===== src/rtl/uart_tx_fifo_feeder.sv =====
// uart_tx_fifo_feeder
// Byte buffer and sequencer placed directly upstream of the UART transmitter.
// Bytes from the command/message logic are queued in a 2**ADDR_W entry
// synchronous FIFO. Each queued byte goes to the transmitter as one tx_start
// pulse, with tx_data held stable. The next byte is sent only after
// tx_done_tick. When data is waiting, the next start follows the done tick
// with no idle gap.
//
// Ports:
//   clk_i          system clock, rising edge
//   rst_ni         asynchronous active-low reset
//   wr_en_i        write strobe, one byte per cycle while high
//   wr_data_i      byte to enqueue
//   clr_ovf_i      synchronous clear of the sticky overflow flag
//   tx_done_tick_i one-cycle pulse from the transmitter at end of stop bit
//   tx_start_o     one-cycle registered start pulse to the transmitter
//   tx_data_o      registered byte for the transmitter, held until next pop
//   full_o         FIFO holds 2**ADDR_W bytes
//   empty_o        FIFO holds no bytes
//   count_o        number of stored bytes, 0..2**ADDR_W
//   busy_o         a byte is in flight (state WAIT)
//   overflow_o     sticky, set when a write is dropped because the FIFO is full
module uart_tx_fifo_feeder #(
    parameter int DBIT   = 8,
    parameter int ADDR_W = 4
) (
    input  logic              clk_i,
    input  logic              rst_ni,
    input  logic              wr_en_i,
    input  logic [DBIT-1:0]   wr_data_i,
    input  logic              clr_ovf_i,
    input  logic              tx_done_tick_i,
    output logic              tx_start_o,
    output logic [DBIT-1:0]   tx_data_o,
    output logic              full_o,
    output logic              empty_o,
    output logic [ADDR_W:0]   count_o,
    output logic              busy_o,
    output logic              overflow_o
);

    localparam int DEPTH = 1 << ADDR_W;
    localparam logic [ADDR_W:0] COUNT_FULL = (ADDR_W+1)'(DEPTH);

    typedef enum logic {
        S_IDLE,
        S_WAIT
    } state_t;

    state_t              state_q;
    logic                tx_start_q;
    logic [DBIT-1:0]     tx_data_q;
    logic [DBIT-1:0]     mem_q [DEPTH];
    logic [ADDR_W-1:0]   wr_ptr_q, wr_ptr_d;
    logic [ADDR_W-1:0]   rd_ptr_q, rd_ptr_d;
    logic [ADDR_W:0]     count_q, count_d;
    logic                overflow_q, overflow_d;
    logic                do_write, do_pop, drop;

    // full/empty come from the registered count only. A same-cycle pop
    // therefore never makes room for a write that arrives while full.
    assign full_o  = (count_q == COUNT_FULL);
    assign empty_o = (count_q == '0);

    // The start of a byte and its pop are the same event. In IDLE, any
    // stored byte starts at once. In WAIT, a byte starts only on the
    // transmitter's done tick, so at most one byte is ever outstanding.
    always_comb begin
        do_write   = wr_en_i && !full_o;
        drop       = wr_en_i && full_o;
        do_pop     = !empty_o && ((state_q == S_IDLE) || tx_done_tick_i);
        wr_ptr_d   = do_write ? wr_ptr_q + ADDR_W'(1) : wr_ptr_q;
        rd_ptr_d   = do_pop   ? rd_ptr_q + ADDR_W'(1) : rd_ptr_q;
        count_d    = count_q;
        case ({do_write, do_pop})
            2'b10:   count_d = count_q + (ADDR_W+1)'(1);
            2'b01:   count_d = count_q - (ADDR_W+1)'(1);
            default: count_d = count_q;
        endcase
        // A dropped write takes priority over a clear in the same cycle.
        overflow_d = overflow_q;
        if (drop) begin
            overflow_d = 1'b1;
        end else if (clr_ovf_i) begin
            overflow_d = 1'b0;
        end
    end

    // Storage has no reset; its contents are don't-care once count is zero.
    always_ff @(posedge clk_i) begin
        if (do_write) begin
            mem_q[wr_ptr_q] <= wr_data_i;
        end
    end

    always_ff @(posedge clk_i or negedge rst_ni) begin
        if (!rst_ni) begin
            wr_ptr_q   <= '0;
            rd_ptr_q   <= '0;
            count_q    <= '0;
            overflow_q <= 1'b0;
        end else begin
            wr_ptr_q   <= wr_ptr_d;
            rd_ptr_q   <= rd_ptr_d;
            count_q    <= count_d;
            overflow_q <= overflow_d;
        end
    end

    // Sequencer FSM. A done tick that arrives while the FIFO is empty returns
    // to IDLE, even if a write lands in that same cycle. That byte is then
    // sent from IDLE on the following cycle.
    always_ff @(posedge clk_i or negedge rst_ni) begin
        if (!rst_ni) begin
            state_q    <= S_IDLE;
            tx_start_q <= 1'b0;
            tx_data_q  <= '0;
        end else begin
            tx_start_q <= do_pop;
            if (do_pop) begin
                tx_data_q <= mem_q[rd_ptr_q];
                state_q   <= S_WAIT;
            end else if ((state_q == S_WAIT) && tx_done_tick_i) begin
                state_q   <= S_IDLE;
            end
        end
    end

    assign tx_start_o = tx_start_q;
    assign tx_data_o  = tx_data_q;
    assign count_o    = count_q;
    assign busy_o     = (state_q == S_WAIT);
    assign overflow_o = overflow_q;

endmodule


===== config.mk =====
export PLATFORM = sky130hd
export DESIGN_NAME = uart_tx_fifo_feeder
export DESIGN_NICKNAME = d
export VERILOG_FILES = /design/src/rtl/uart_tx_fifo_feeder.sv
export SDC_FILE = /design/constraint.sdc
export NUM_CORES = 1
export LEC_CHECK = 0
export BUFFER_PORTS_ARGS = -buffer_cell sky130_fd_sc_hd__clkbuf_2
export CAP_MARGIN = 20
export CORE_MARGIN = 2
export CORE_UTILIZATION = 65
export CTS_CLUSTER_SIZE = 10
export DETAILED_ROUTE_END_ITERATION = 16
export PLACE_DENSITY_LB_ADDON = 0.1
export SLEW_MARGIN = 20
export SYNTH_ARGS = -nofsm -noshare
export SYNTH_HDL_FRONTEND = slang
export SYNTH_SLANG_ARGS = --single-unit

===== constraint.sdc =====
create_clock -name clk_i -period 7.8 [get_ports clk_i]
set_input_delay 0.78 -clock clk_i [delete_from_list [all_inputs] [get_ports clk_i]]
set_output_delay 0.78 -clock clk_i [all_outputs]
set_load 0.02 [all_outputs]

Word level (Yosys, flattened, before mapping):

Memories as Yosys holds them, arrays and structs flattened. A register that Yosys moved wholly into a read port is not among the register bits.
Cells that the tools add are included.

* bits in registers: 16
* bits in latches: 0
* RAM bits: 128
* memory bits (read-only): 0
* input bits: 13
* output and inout port bits: 18
* word-level logic and storage cells: 34
* memories: 1

Memory list
* mem_q: words 16, bits a word 8, read ports 1, clocked after Yosys merged registers in 1, wr ports 1, RTL line 53 `logic [DBIT-1:0] mem_q [DEPTH];`

* add/sub/neg operators: 4
* multiply operators: 0
* div/mod/pow operators: 0
* $lt $le $gt $ge: 0
* equality and inequality tests: 3
* shift operators: 0
* muxes and demuxes: 7
* bitwise gates (word level): 1
* reductions and logical operators: 12

Operator list (number)
* $pmux 5 s2: 1
* $add 4x1->4 const B: 2
* $mux 1: 6
* $reduce_bool 2->1: 3
* $add 5x1->5 const B: 1
* $eq 5x5->1 const B: 1
* $logic_not 5->1: 1
* $sub 5x1->5 const B: 1
* $logic_and 1x1->1: 4
* $logic_not 1->1: 3
* $eq 2x1->1 const B: 1
* $eq 2x2->1 const B: 1
* $logic_or 1x1->1: 1
* $not 1->1: 1

Longest topological paths before layout:

Gate-level depths: netlist of the first run.

* depth in word-level cells: 5
* depth in mapped cells: 13
* mapped depth without buffers: 10

Least setup slack after synthesis of the first run:

OpenSTA, ideal clock, no wires.

* path type: reg2reg
* start point: register count_q[1] (netlist: count_o[1])
* end point: register count_q[4] (netlist: count_o[4])
* arrival time: 2979 ps
* data required time: 7720 ps
* path slack: 4741 ps
* cell stages (with the launch flop): 14
* clock period less this slack: 3059 ps
* cell sequence: dfrtp_1 -> buf_2 -> or4_1 -> o21ai_1 -> buf_2 -> inv_1 -> ha_1 -> clkbuf_1 -> xor2_1 -> ha_1 -> o21a_1 -> o21a_1 -> o32ai_1 -> xor2_1

* longest elaborated chain between the ends: 5
* elaborated cells between the ends (all ways): 12
* those cells by class: add/sub: 2; eq/ne: 3; mux: 1; reduce/logical: 6

Ends and longest elaborated chain
* from (decl): RTL line 56 `logic [ADDR_W:0] count_q, count_d;`
* from (signal assigned): RTL line 105 `count_q <= count_d;`
* $logic_not 5->1 *: RTL line 63 `assign empty_o = (count_q == '0);`
* $logic_not 1->1 *: RTL line 71 `do_pop = !empty_o && ((state_q == S_IDLE) || tx_done_tick_i);`
* $logic_and 1x1->1 *: RTL line 71
* net do_pop: RTL line 58 `logic do_write, do_pop, drop;`
* $eq 2x1->1 or $eq 2x2->1 (tied branches): RTL line 75 `case ({do_write, do_pop})`
* $pmux 5 s2 or $reduce_bool 2->1 (tied branches)

The timed path passes the listed nets; every way through them passes the cells marked *.
A chain may end at the register's enable or synchronous reset.

Worst setup path in the final report of the first run:

Same ends and word-level chain as after synthesis.

==> results of run 1 <==
-- worst reg2reg max path: cells and delay by family (launching register included) --
kind | cells | cell delay [ps]
fa+ha+maj | 2 | 520
xor+xnor | 2 | 350
flops | 1 | 470
simple gates | 1 | 590
compound gates | 4 | 630
buf+inv | 2 | 370
-- area by class of cell --
class	count	share of cell area, %
Tap cell	129	2.31
Clock buffer	18	5.97
Sequential cell	152	63.5
Clock inverter	14	2.15
Timing Repair Buffer	37	2.90
Multi-Input combinational cell	150	22.8
Inverter	6	0.322
-- metrics by stage --
stage                     util, %  cells  total power, uW
after CTS                    75.7    506             2640
after detailed placement     69.5    474             1860
after global routing         75.7    506             2740
after global placement       69.5    474             1840
after floorplan                 -    329             1680
final                        75.7    506             2630
-- final timing paths --
path / start / to / depth (start not counted)
worst min register to register: tx_data_o[1]$_DFFE_PN0P_ / tx_data_o[1]$_DFFE_PN0P_ / 1
worst min-delay path: rst_ni / count_o[3]$_DFFE_PN0P_ / 1
max in group asynchronous: rst_ni / rd_ptr_q[0]$_DFFE_PN0P_ / 1
worst max-delay path: count_o[1]$_DFFE_PN0P_ / count_o[4]$_DFFE_PN0P_ / 11
worst max register to register: count_o[1]$_DFFE_PN0P_ / count_o[4]$_DFFE_PN0P_ / 11
min in group clk_i: tx_data_o[1]$_DFFE_PN0P_ / tx_data_o[1]$_DFFE_PN0P_ / 1
-- cell usage in the layout, fill, tap and decap left out, types with 9 or more instances in the layout --
| master | Yosys | routed |
|---|---|---|
| nor2_1 | 18 | 18 |
| clkbuf_16 | 0 | 16 |
| a21oi_1 | 10 | 10 |
| mux4_2 | 24 | 24 |
| edfxtp_1 | 128 | 128 |
| ha_1 | 9 | 9 |
| a22o_1 | 9 | 9 |
| nor2b_1 | 9 | 9 |
| clkbuf_2 | 0 | 30 |
| dfrtp_1 | 24 | 23 |
-- state kept, by name, indices dropped and copies added (netlist names) --
register and cells:
rd_ptr_q 4, tx_start_o 1, overflow_o 1, mem_q 128
busy_o 1, wr_ptr_q 4, tx_data_o 8, count_o 5
-- routing by layer --
metal  GRT usage (%)  vias up
met5               0        -
met4            7.38        0
met3            6.00        9
met2            36.4      109
met1            37.2     1585
li1                -     1378
-- cells by family after synthesis --
| logic type | Yosys count | synth area share (%) |
|---|---|---|
| compound gates | 37 | 4.35 |
| xor+xnor | 12 | 1.70 |
| fa+ha+maj | 9 | 1.82 |
| buf+inv | 27 | 2.45 |
| flops | 152 | 71.8 |
| mux | 42 | 13.8 |
| simple gates | 50 | 4.05 |
-- power groups by stage --
stage	clock [uW]	combinational, uW	sequential [uW]
6_report	772	756	1100
5_1_grt	817	816	1110
4_1_cts	781	763	1100
3_5_place_dp	0	751	1110
3_3_place_gp	0	738	1110
2_1_floorplan	0	570	1110
==> reports/metrics.cfg, run 1 <==
[synthesis]
async_flop_share_pct = 15.8
synth_cell_types = 39
yosysMostFrequentCell = edfxtp_1
ys_warn_count = 0
synth.top_cells.by_count = edfxtp_1, dfrtp_1, mux4_2
syn_area_mm2 = 0.00619
synth_ff_type = edfxtp_1
yosys.area.top_type = edfxtp_1
synth_edf_count = 128
synth_top_cell_area_share_pct = 62.1
synth_area_per_cell_um2 = 18.8
synthCells = 329
synth_fp_nets = 351
synth_area_leaders = edfxtp_1, dfrtp_1, mux4_2
seq_area_frac_synth_pct = 71.8
synth-seq-cells = 152

[floorplan]
std_cell_rows = 35
die_h_um = 102
fp.dieArea_mm2 = 0.0103
start_util_pct = 66.9
ioPinCount = 31
core_area_mm2 = 0.00924
die_w_um = 102

[place]
post-place-ws_ps = 4640
routabilityCongestion = 0.825
port_buffers = 30
post_dp_cell_area_mm2 = 0.00642
dp_hpwl_um = 6800

[worst_setup_path]
cp_slowest_stage_delay_ps = 590
crit_slowest_cell = or4_1
arrival_ps = 3460
start_kind = register
worstPathCellList = or4_1 > o21ai_1 > buf_4 > inv_1 > ha_1 > xor2_1 > ha_1 > o21a_1 > o21a_1 > o32ai_1 > xor2_1
critPathKind = reg -> reg
cp.required_ps = 8240
endpoint_kind = register
cp_max_fo = 21
cp_num_buf_inv = 2
path_delay_family = compound AO/OA/AOI/OAI gates
reg2reg_slack_ps = 4780

[clocking]
cts_root_buf = clkbuf_8
ctsLongestPathBuffers = 2
post_cts_buffers = 0
clk_pin_slew_ps = 70
htreeDepth = 4
numCtsBuffers = 17
cts_hold_buf = 0
postCtsResizedCells = 0
cts.sink_count = 152
clkLatencyLatePin_ps = 520
cts_tree = built

[layout]
drive_above_1_share_pct = 25.5
design_area_mm2 = 0.00700
finalNetCount = 386
n_antenna_cell = 0
n_fill_cell = 515
seqCellArea_mm2 = 0.00445
multi_input_area_mm2 = 0.00160
area_growth_syn_to_layout_pct = 13.1

[power]
p_per_area_mw_per_mm2 = 375
switching_share_pct = 31.3
power.switching_uw = 821
power.internal_uw = 1800
clockPowerShare_pct = 29.4
irDropWorstVdd_v = 0.000290
p_comb_share_pct = 28.8
p_leak_uw = 0.00250
power_frac_seq_pct = 41.8

[route]
wl_met2_um = 5630
ant_nets = 0
drc = 0
finalWirelength_um = 11500
viasPerCell = 6.09
top_layer_used = met4
vias = 3081
detail_route.iter0.violations = 212
drt_pass1_iterations = 5
dr_wl_met3_um = 650
drt-met1-wl_um = 5090
wl_per_cell_um = 22.7

[sta]
final-setup-viol-count = 0
rsz0062_at_grt = false
fin_crit_ps = 3020
tns_ps = 0
finalCritPeriodShare_pct = 38.7
setup_ws_ps = 4780
fmax_ghz = 0.331
hold_violations = 0
maxSlewViolCount = 0
slew_headroom_pct = 43.5
skew_ps = 11.6
worst_pin_slew_ps = 845
hold_slack_ps = 268

[global_route]
grt_start_max_net_pins = 36
antenna_found_initial = 0
track_usage_pct = 24.6
overflow = 0
grt_pass1_vias = 3033
grt_pass1_wl_um = 17600

[flow_run]
max-cap-violations = 0

[hold_path]
min_path_type = in -> async

[status]
status = finished, final reports clean

No activity file was read; power rests on OpenSTA's default activity.
==> run 2, diff against run 1 <==
--- a/config.mk
+++ b/config.mk
@@ -8,7 +8,7 @@
 export BUFFER_PORTS_ARGS = -buffer_cell sky130_fd_sc_hd__clkbuf_2
 export CAP_MARGIN = 20
 export CORE_MARGIN = 2
-export CORE_UTILIZATION = 65
+export CORE_UTILIZATION = 60
 export CTS_CLUSTER_SIZE = 10
 export DETAILED_ROUTE_END_ITERATION = 16
 export PLACE_DENSITY_LB_ADDON = 0.1
==> constraint.sdc (replaced) <==
create_clock -name clk_i -period 2.8 [get_ports clk_i]
set_input_delay 0.28 -clock clk_i [delete_from_list [all_inputs] [get_ports clk_i]]
set_output_delay 0.28 -clock clk_i [all_outputs]
set_load 0.02 [all_outputs]
==> run 2 against run 1 <==
Clock-buffer cell count is 2 higher. Critical endpoint unchanged. Via count up 0.91%. First-iteration DRC count grew 25%. Worst setup slack got worse by 4600 ps. Clock power rose to 3.0 times the previous value. Clock skew down 3.8 ps. Worst hold slack lost 230 ps. Highest routed layer unchanged. Combinational power grew to 2.8 times the previous value. Final cell count is 3.2% higher. Sequential cell count is the same. Sequential share of layout area is 1.5 points lower. Power rose to 2.9 times the previous value. Largest cell class unchanged.
==> reports/metrics.cfg, run 2 (same netlist as run 1, synthesis figures left out) <==
[floorplan]
fp.dieArea_mm2 = 0.0111  ; was 0.0103 mm2
core_area_mm2 = 0.0102  ; was 0.00924 mm2
die_w_um = 106  ; was 102 um
std_cell_rows = 37  ; was 35
ioPinCount = 31  ; unchanged
die_h_um = 106  ; was 102 um
start_util_pct = 60.7  ; was 66.9%

[global_route]
overflow = 0  ; unchanged
grt_start_max_net_pins = 25  ; was 36
antenna_found_initial = 0  ; unchanged
track_usage_pct = 23.6  ; was 24.6%
grt_pass1_wl_um = 18500  ; was 17600 um
grt_pass1_vias = 3187  ; was 3033

[clocking]
post_cts_buffers = 0  ; unchanged
cts_root_buf = clkbuf_8  ; unchanged
ctsLongestPathBuffers = 2  ; unchanged
clk_pin_slew_ps = 60  ; was 70 ps
cts_hold_buf = 2  ; was 0
cts.sink_count = 152  ; unchanged
cts_tree = built  ; unchanged
postCtsResizedCells = 0  ; unchanged
clkLatencyLatePin_ps = 530  ; was 520 ps
htreeDepth = 4  ; unchanged
numCtsBuffers = 17  ; unchanged

[route]
ant_nets = 0  ; unchanged
detail_route.iter0.violations = 265  ; was 212
viasPerCell = 5.96  ; was 6.09
drc = 0  ; unchanged
wl_per_cell_um = 22.5  ; was 22.7 um
drt_pass1_iterations = 4  ; was 5
finalWirelength_um = 11700  ; was 11500 um
vias = 3109  ; was 3081

[place]
dp_hpwl_um = 7500  ; was 6800 um
routabilityCongestion = 0.810  ; was 0.825
port_buffers = 30  ; unchanged
post_dp_cell_area_mm2 = 0.00653  ; was 0.00642 mm2

[sta]
worst_pin_slew_ps = 942  ; was 845 ps
fin_crit_ps = 2570  ; was 3020 ps
tns_ps = 0  ; unchanged
maxSlewViolCount = 0  ; unchanged
final-setup-viol-count = 0  ; unchanged
finalCritPeriodShare_pct = 91.9  ; was 38.7%
slew_headroom_pct = 37.0  ; was 43.5%
rsz0062_at_grt = false  ; unchanged
hold_violations = 0  ; unchanged
skew_ps = 7.80  ; was 11.6 ps
fmax_ghz = 0.389  ; was 0.331 GHz

[layout]
final_cell_mix = edfxtp_1, clkbuf_2, mux4_2  ; unchanged
design_area_mm2 = 0.00717  ; was 0.00700 mm2
largest_register_ffs = 128  ; unchanged
finalNetCount = 395  ; was 386
area_growth_syn_to_layout_pct = 15.9  ; was 13.1%
layout_commonest_cell = edfxtp_1  ; unchanged
n_antenna_cell = 0  ; unchanged
drive_above_1_share_pct = 28.5  ; was 25.5%
top_register = mem_q  ; unchanged

[worst_setup_path]
reg2reg_slack_ps = 230  ; was 4780 ps
cp.required_ps = 3260  ; was 8240 ps
cp_max_fo = 8  ; was 21
start_kind = register  ; unchanged
endpoint_kind = register  ; unchanged
arrival_ps = 3030  ; was 3460 ps
worstPathCellList = or4_4 > o21ai_4 > inv_1 > ha_2 > ha_1 > or3b_2 > o32ai_2 > xor2_1  ; was or4_1 > o21ai_1 > buf_4 > inv_1 > ha_1 > xor2_1 > ha_1 > o21a_1 > o21a_1 > o32ai_1 > xor2_1
critPathKind = reg -> reg  ; unchanged
crit_slowest_cell = or4_4  ; was or4_1
cp_slowest_stage_delay_ps = 570  ; was 590 ps

[hold_path]
min_path_type = in -> reg  ; was in -> async

[power]
p_per_area_mw_per_mm2 = 1060  ; was 375 mW/mm2
irDropWorstVdd_v = 0.000793  ; was 0.000290 V
p_leak_uw = 0.00258  ; was 0.00250 uW

[flow_run]
max-cap-violations = 0  ; unchanged

[status]
status = finished, final reports clean  ; unchanged

-- run 2: power breakdown --
| group | internal (uW) | switching, uW |
|---|---|---|
| sequential | 2810 | 332 |
| clock | 1490 | 858 |
| combinational | 1010 | 1090 |
-- run 2: layout make-up --
class	count	area [um2]
Sequential cell	152	4450
Fill cell	642	3020
Multi-Input combinational cell	150	1620
Clock buffer	20	445
Timing Repair Buffer	46	288
Clock inverter	12	175
Tap cell	136	170
Inverter	6	22.5
-- run 2: worst paths after layout --
| kind | from | to | cells after the start |
|---|---|---|---|
| worst max register to register | count_o[0]$_DFFE_PN0P_ | count_o[4]$_DFFE_PN0P_ | 8 |
| max in group asynchronous | rst_ni | count_o[2]$_DFFE_PN0P_ | 2 |
| worst min-delay path | clr_ovf_i | overflow_o$_DFFE_PN0P_ | 3 |
| worst max-delay path | count_o[0]$_DFFE_PN0P_ | count_o[4]$_DFFE_PN0P_ | 8 |
| min in group asynchronous | rst_ni | tx_start_o$_DFF_PN0_ | 2 |
| worst min register to register | tx_data_o[5]$_DFFE_PN0P_ | tx_data_o[5]$_DFFE_PN0P_ | 1 |
-- run 2: routing by layer --
| layer | GRT usage [%] | routed length, um |
|---|---|---|
| met5 | 0 | 0 |
| met4 | 8.65 | 225 |
| met3 | 7.17 | 640 |
| met2 | 37.1 | 5850 |
| met1 | 31.7 | 5010 |
-- run 2: worst max-delay path, delay by kind of cell (launching register included) --
family / cells / cell delay [ps]
xor gates and xnor gates: 1 / 160
AOI/OAI and AO/OA: 2 / 300
DFF: 1 / 460
buffers and inverters: 1 / 80
and+or+nand+nor: 2 / 1040
adders and majority gates: 2 / 440
-- run 2: metrics by stage --
stage / setup slack [ps] / std cells / hold slack, ps / utilization [%] / total power (uW)
6_report: 226 / 522 / 37.1 / 70.4 / 7600
5_1_grt: 81.2 / 522 / 43.1 / 70.4 / 7960
2_1_floorplan: 8.51 / 329 / -15.6 / - / 4730
3_5_place_dp: 237 / 488 / 351 / 64.1 / 5300
3_3_place_gp: 300 / 488 / 335 / 64.1 / 5240
4_1_cts: 214 / 522 / 20.0 / 70.4 / 7660
==> run 3, diff against run 2 <==
--- a/config.mk
+++ b/config.mk
@@ -8,7 +8,7 @@
 export BUFFER_PORTS_ARGS = -buffer_cell sky130_fd_sc_hd__clkbuf_2
 export CAP_MARGIN = 20
 export CORE_MARGIN = 2
-export CORE_UTILIZATION = 60
+export CORE_UTILIZATION = 55
 export CTS_CLUSTER_SIZE = 10
 export DETAILED_ROUTE_END_ITERATION = 16
 export PLACE_DENSITY_LB_ADDON = 0.1
==> constraint.sdc (replaced) <==
create_clock -name clk_i -period 2.36 [get_ports clk_i]
set_input_delay 0.236 -clock clk_i [delete_from_list [all_inputs] [get_ports clk_i]]
set_output_delay 0.236 -clock clk_i [all_outputs]
set_load 0.02 [all_outputs]
==> run 3 against run 2 <==
The flow now finishes with violations (negative setup slack). Via count is 1.1% lower. Clock skew grew 0.77 ps. Combinational power increased by 30%. Worst hold slack better by 47 ps. Wire length rose by 0.64%. Sequential cell count unchanged. Non-clock buffer count grew 6. Utilization shrank 4.0 points. Largest cell class unchanged. Clock power is 10% higher.
==> reports/metrics.cfg, run 3 (same netlist as run 1, synthesis figures left out) <==
[status]
status = finished with violations  ; was finished, final reports clean
violations = negative setup slack

[worst_setup_path]
cp.required_ps = 2810  ; was 3260 ps
timing.rr.start = count_o[2]$_DFFE_PN0P_  ; was count_o[0]$_DFFE_PN0P_
critPathKind = reg -> reg  ; unchanged
start_kind = register  ; unchanged
cp_max_fo = 5  ; was 8
endpoint_kind = register  ; unchanged
arrival_ps = 2830  ; was 3030 ps
startpoint = count_o[2]$_DFFE_PN0P_  ; was count_o[0]$_DFFE_PN0P_

[power]
switching_share_pct = 30.3  ; was 30.0%
power.switching_uw = 2720  ; was 2280 uW
power_frac_seq_pct = 40.7  ; was 41.4%
irDropWorstVdd_v = 0.000837  ; was 0.000793 V
clockPowerShare_pct = 29.0  ; was 30.9%
p_leak_uw = 0.00259  ; was 0.00258 uW
power.internal_uw = 6240  ; was 5320 uW
p_per_area_mw_per_mm2 = 1240  ; was 1060 mW/mm2
p_comb_share_pct = 30.4  ; was 27.7%

[route]
vias = 3076  ; was 3109
ant_nets = 0  ; unchanged
wl_per_cell_um = 22.2  ; was 22.5 um
finalWirelength_um = 11800  ; was 11700 um
viasPerCell = 5.78  ; was 5.96
drc = 0  ; unchanged
detail_route.iter0.violations = 200  ; was 265
drt_pass1_iterations = 4  ; unchanged

[clocking]
htreeDepth = 4  ; unchanged
numCtsBuffers = 17  ; unchanged
clk_pin_slew_ps = 60  ; about the same
ctsLongestPathBuffers = 2  ; unchanged
post_cts_buffers = 0  ; unchanged
cts.sink_count = 152  ; unchanged
cts_tree = built  ; unchanged
clkLatencyLatePin_ps = 520  ; was 530 ps
cts_root_buf = clkbuf_8  ; unchanged

[global_route]
antenna_found_initial = 0  ; unchanged
track_usage_pct = 21.9  ; was 23.6%
grt_pass1_wl_um = 18200  ; was 18500 um
grt_start_max_net_pins = 32  ; was 25
overflow = 0  ; unchanged
grt_pass1_vias = 3098  ; was 3187

[sta]
worst_pin_slew_ps = 819  ; was 942 ps
finalCritPeriodShare_pct = 101  ; was 91.9%
slew_headroom_pct = 45.2  ; was 37.0%
fin_crit_ps = 2380  ; was 2570 ps
hold_violations = 0  ; unchanged
rsz0062_at_grt = true  ; was false
setup_ws_ps = -20.1  ; was 226 ps
skew_ps = 8.57  ; was 7.80 ps
fmax_ghz = 0.420  ; was 0.389 GHz
final-setup-viol-count = 1  ; was 0
maxSlewViolCount = 0  ; unchanged
hold_slack_ps = 84.4  ; was 37.1 ps

[floorplan]
die_h_um = 110  ; was 106 um
fp.dieArea_mm2 = 0.0121  ; was 0.0111 mm2
die_w_um = 110  ; was 106 um
std_cell_rows = 38  ; was 37
ioPinCount = 31  ; unchanged
start_util_pct = 56.8  ; was 60.7%
core_area_mm2 = 0.0109  ; was 0.0102 mm2

[hold_path]
hold_start = tx_done_tick_i  ; was clr_ovf_i
min_path_type = in -> reg  ; unchanged

[flow_run]
max-cap-violations = 0  ; unchanged

[layout]
drive_above_1_share_pct = 30.9  ; was 28.5%
utilization_pct = 66.3  ; was 70.4%
design_area_mm2 = 0.00722  ; was 0.00717 mm2
layout_commonest_cell = edfxtp_1  ; unchanged
final_cell_mix = edfxtp_1, clkbuf_2, mux4_2  ; unchanged
n_antenna_cell = 0  ; unchanged
area_growth_syn_to_layout_pct = 16.7  ; was 15.9%
top_register = mem_q  ; unchanged
finalNetCount = 401  ; was 395
largest_register_ffs = 128  ; unchanged

[place]
port_buffers = 30  ; unchanged
post_dp_cell_area_mm2 = 0.00659  ; was 0.00653 mm2
dp_hpwl_um = 7320  ; was 7500 um
routabilityCongestion = 0.776  ; was 0.810
post-place-ws_ps = -58.7  ; was 237 ps

run 3: cell count changes in the layout (fill, tap and decap cells not counted), sizes merged:
cell	delta
buf	+5
bufinv	-2
clkbuf	+4
clkinv	-1
clkinvlp	-1
dlygate4sd3	+1
run 3: power by group through the flow:
stage | logic (uW) | registers [uW] | clock network (uW)
after global routing | 2960 | 3690 | 2760
final | 2720 | 3640 | 2590
after floorplan | 1940 | 3680 | 0
after global placement | 2670 | 3680 | 0
after detailed placement | 2700 | 3690 | 0
after CTS | 2740 | 3640 | 2630
run 3: layout make-up:
type / count / area, um2
Tap cell: 140 / 175
Timing Repair Buffer: 52 / 348
Clock inverter: 8 / 95.1
Clock buffer: 24 / 480
Sequential cell: 152 / 4450
Inverter: 6 / 25.0
Multi-Input combinational cell: 150 / 1650
Fill cell: 754 / 3670
run 3: routing by layer:
metal  GRT usage, %  routed length [um]  vias up  share of wire (%)
met2           33.2                5520       76                 47
met4           8.05                 157        0                1.3
met3           5.29                 427       13                3.6
li1               -                   -     1407                  -
met1           31.5                5700     1580                 48
met5              0                   0        -                  0
run 3: worst max-delay path: stages, from the launching register on:
cell and delay [ps]:
dfrtp_2 400, or4_4 550, o21ai_4 170, inv_4 60
ha_4 180, xor2_1 140, ha_2 190, o21a_1 180
o21a_1 180, o32ai_2 100, xor2_1 160
run 3: worst paths after layout:
kind / end / slack (ps) / cells past startpoint
max: count_o[4]$_DFFE_PN0P_ / -20 / 10
min: busy_o$_DFFE_PN0P_ / 80 / 3
max reg2reg: count_o[4]$_DFFE_PN0P_ / -20 / 10
min reg2reg: tx_data_o[0]$_DFFE_PN0P_ / 510 / 1
max in group asynchronous: count_o[1]$_DFFE_PN0P_ / 1610 / 2
min in group asynchronous: count_o[4]$_DFFE_PN0P_ / 270 / 2
run 3: what timing repair did:
item / in CTS / in global routing
endpoints found under the hold margin: 25 / 0
hold buffers: 3 / 0
endpoints found under the setup margin: 2 / 11
pin swaps: 2 / 1
resized for setup: 3 / 5
run 3: stage by stage:
stage	instances	power, uW	TNS [ps]
6_report	532	8950	-20.1
3_5_place_dp	497	6400	-58.7
2_1_floorplan	329	5620	-984
4_1_cts	532	9010	-23.6
3_3_place_gp	497	6350	-14.8
5_1_grt	532	9410	-319
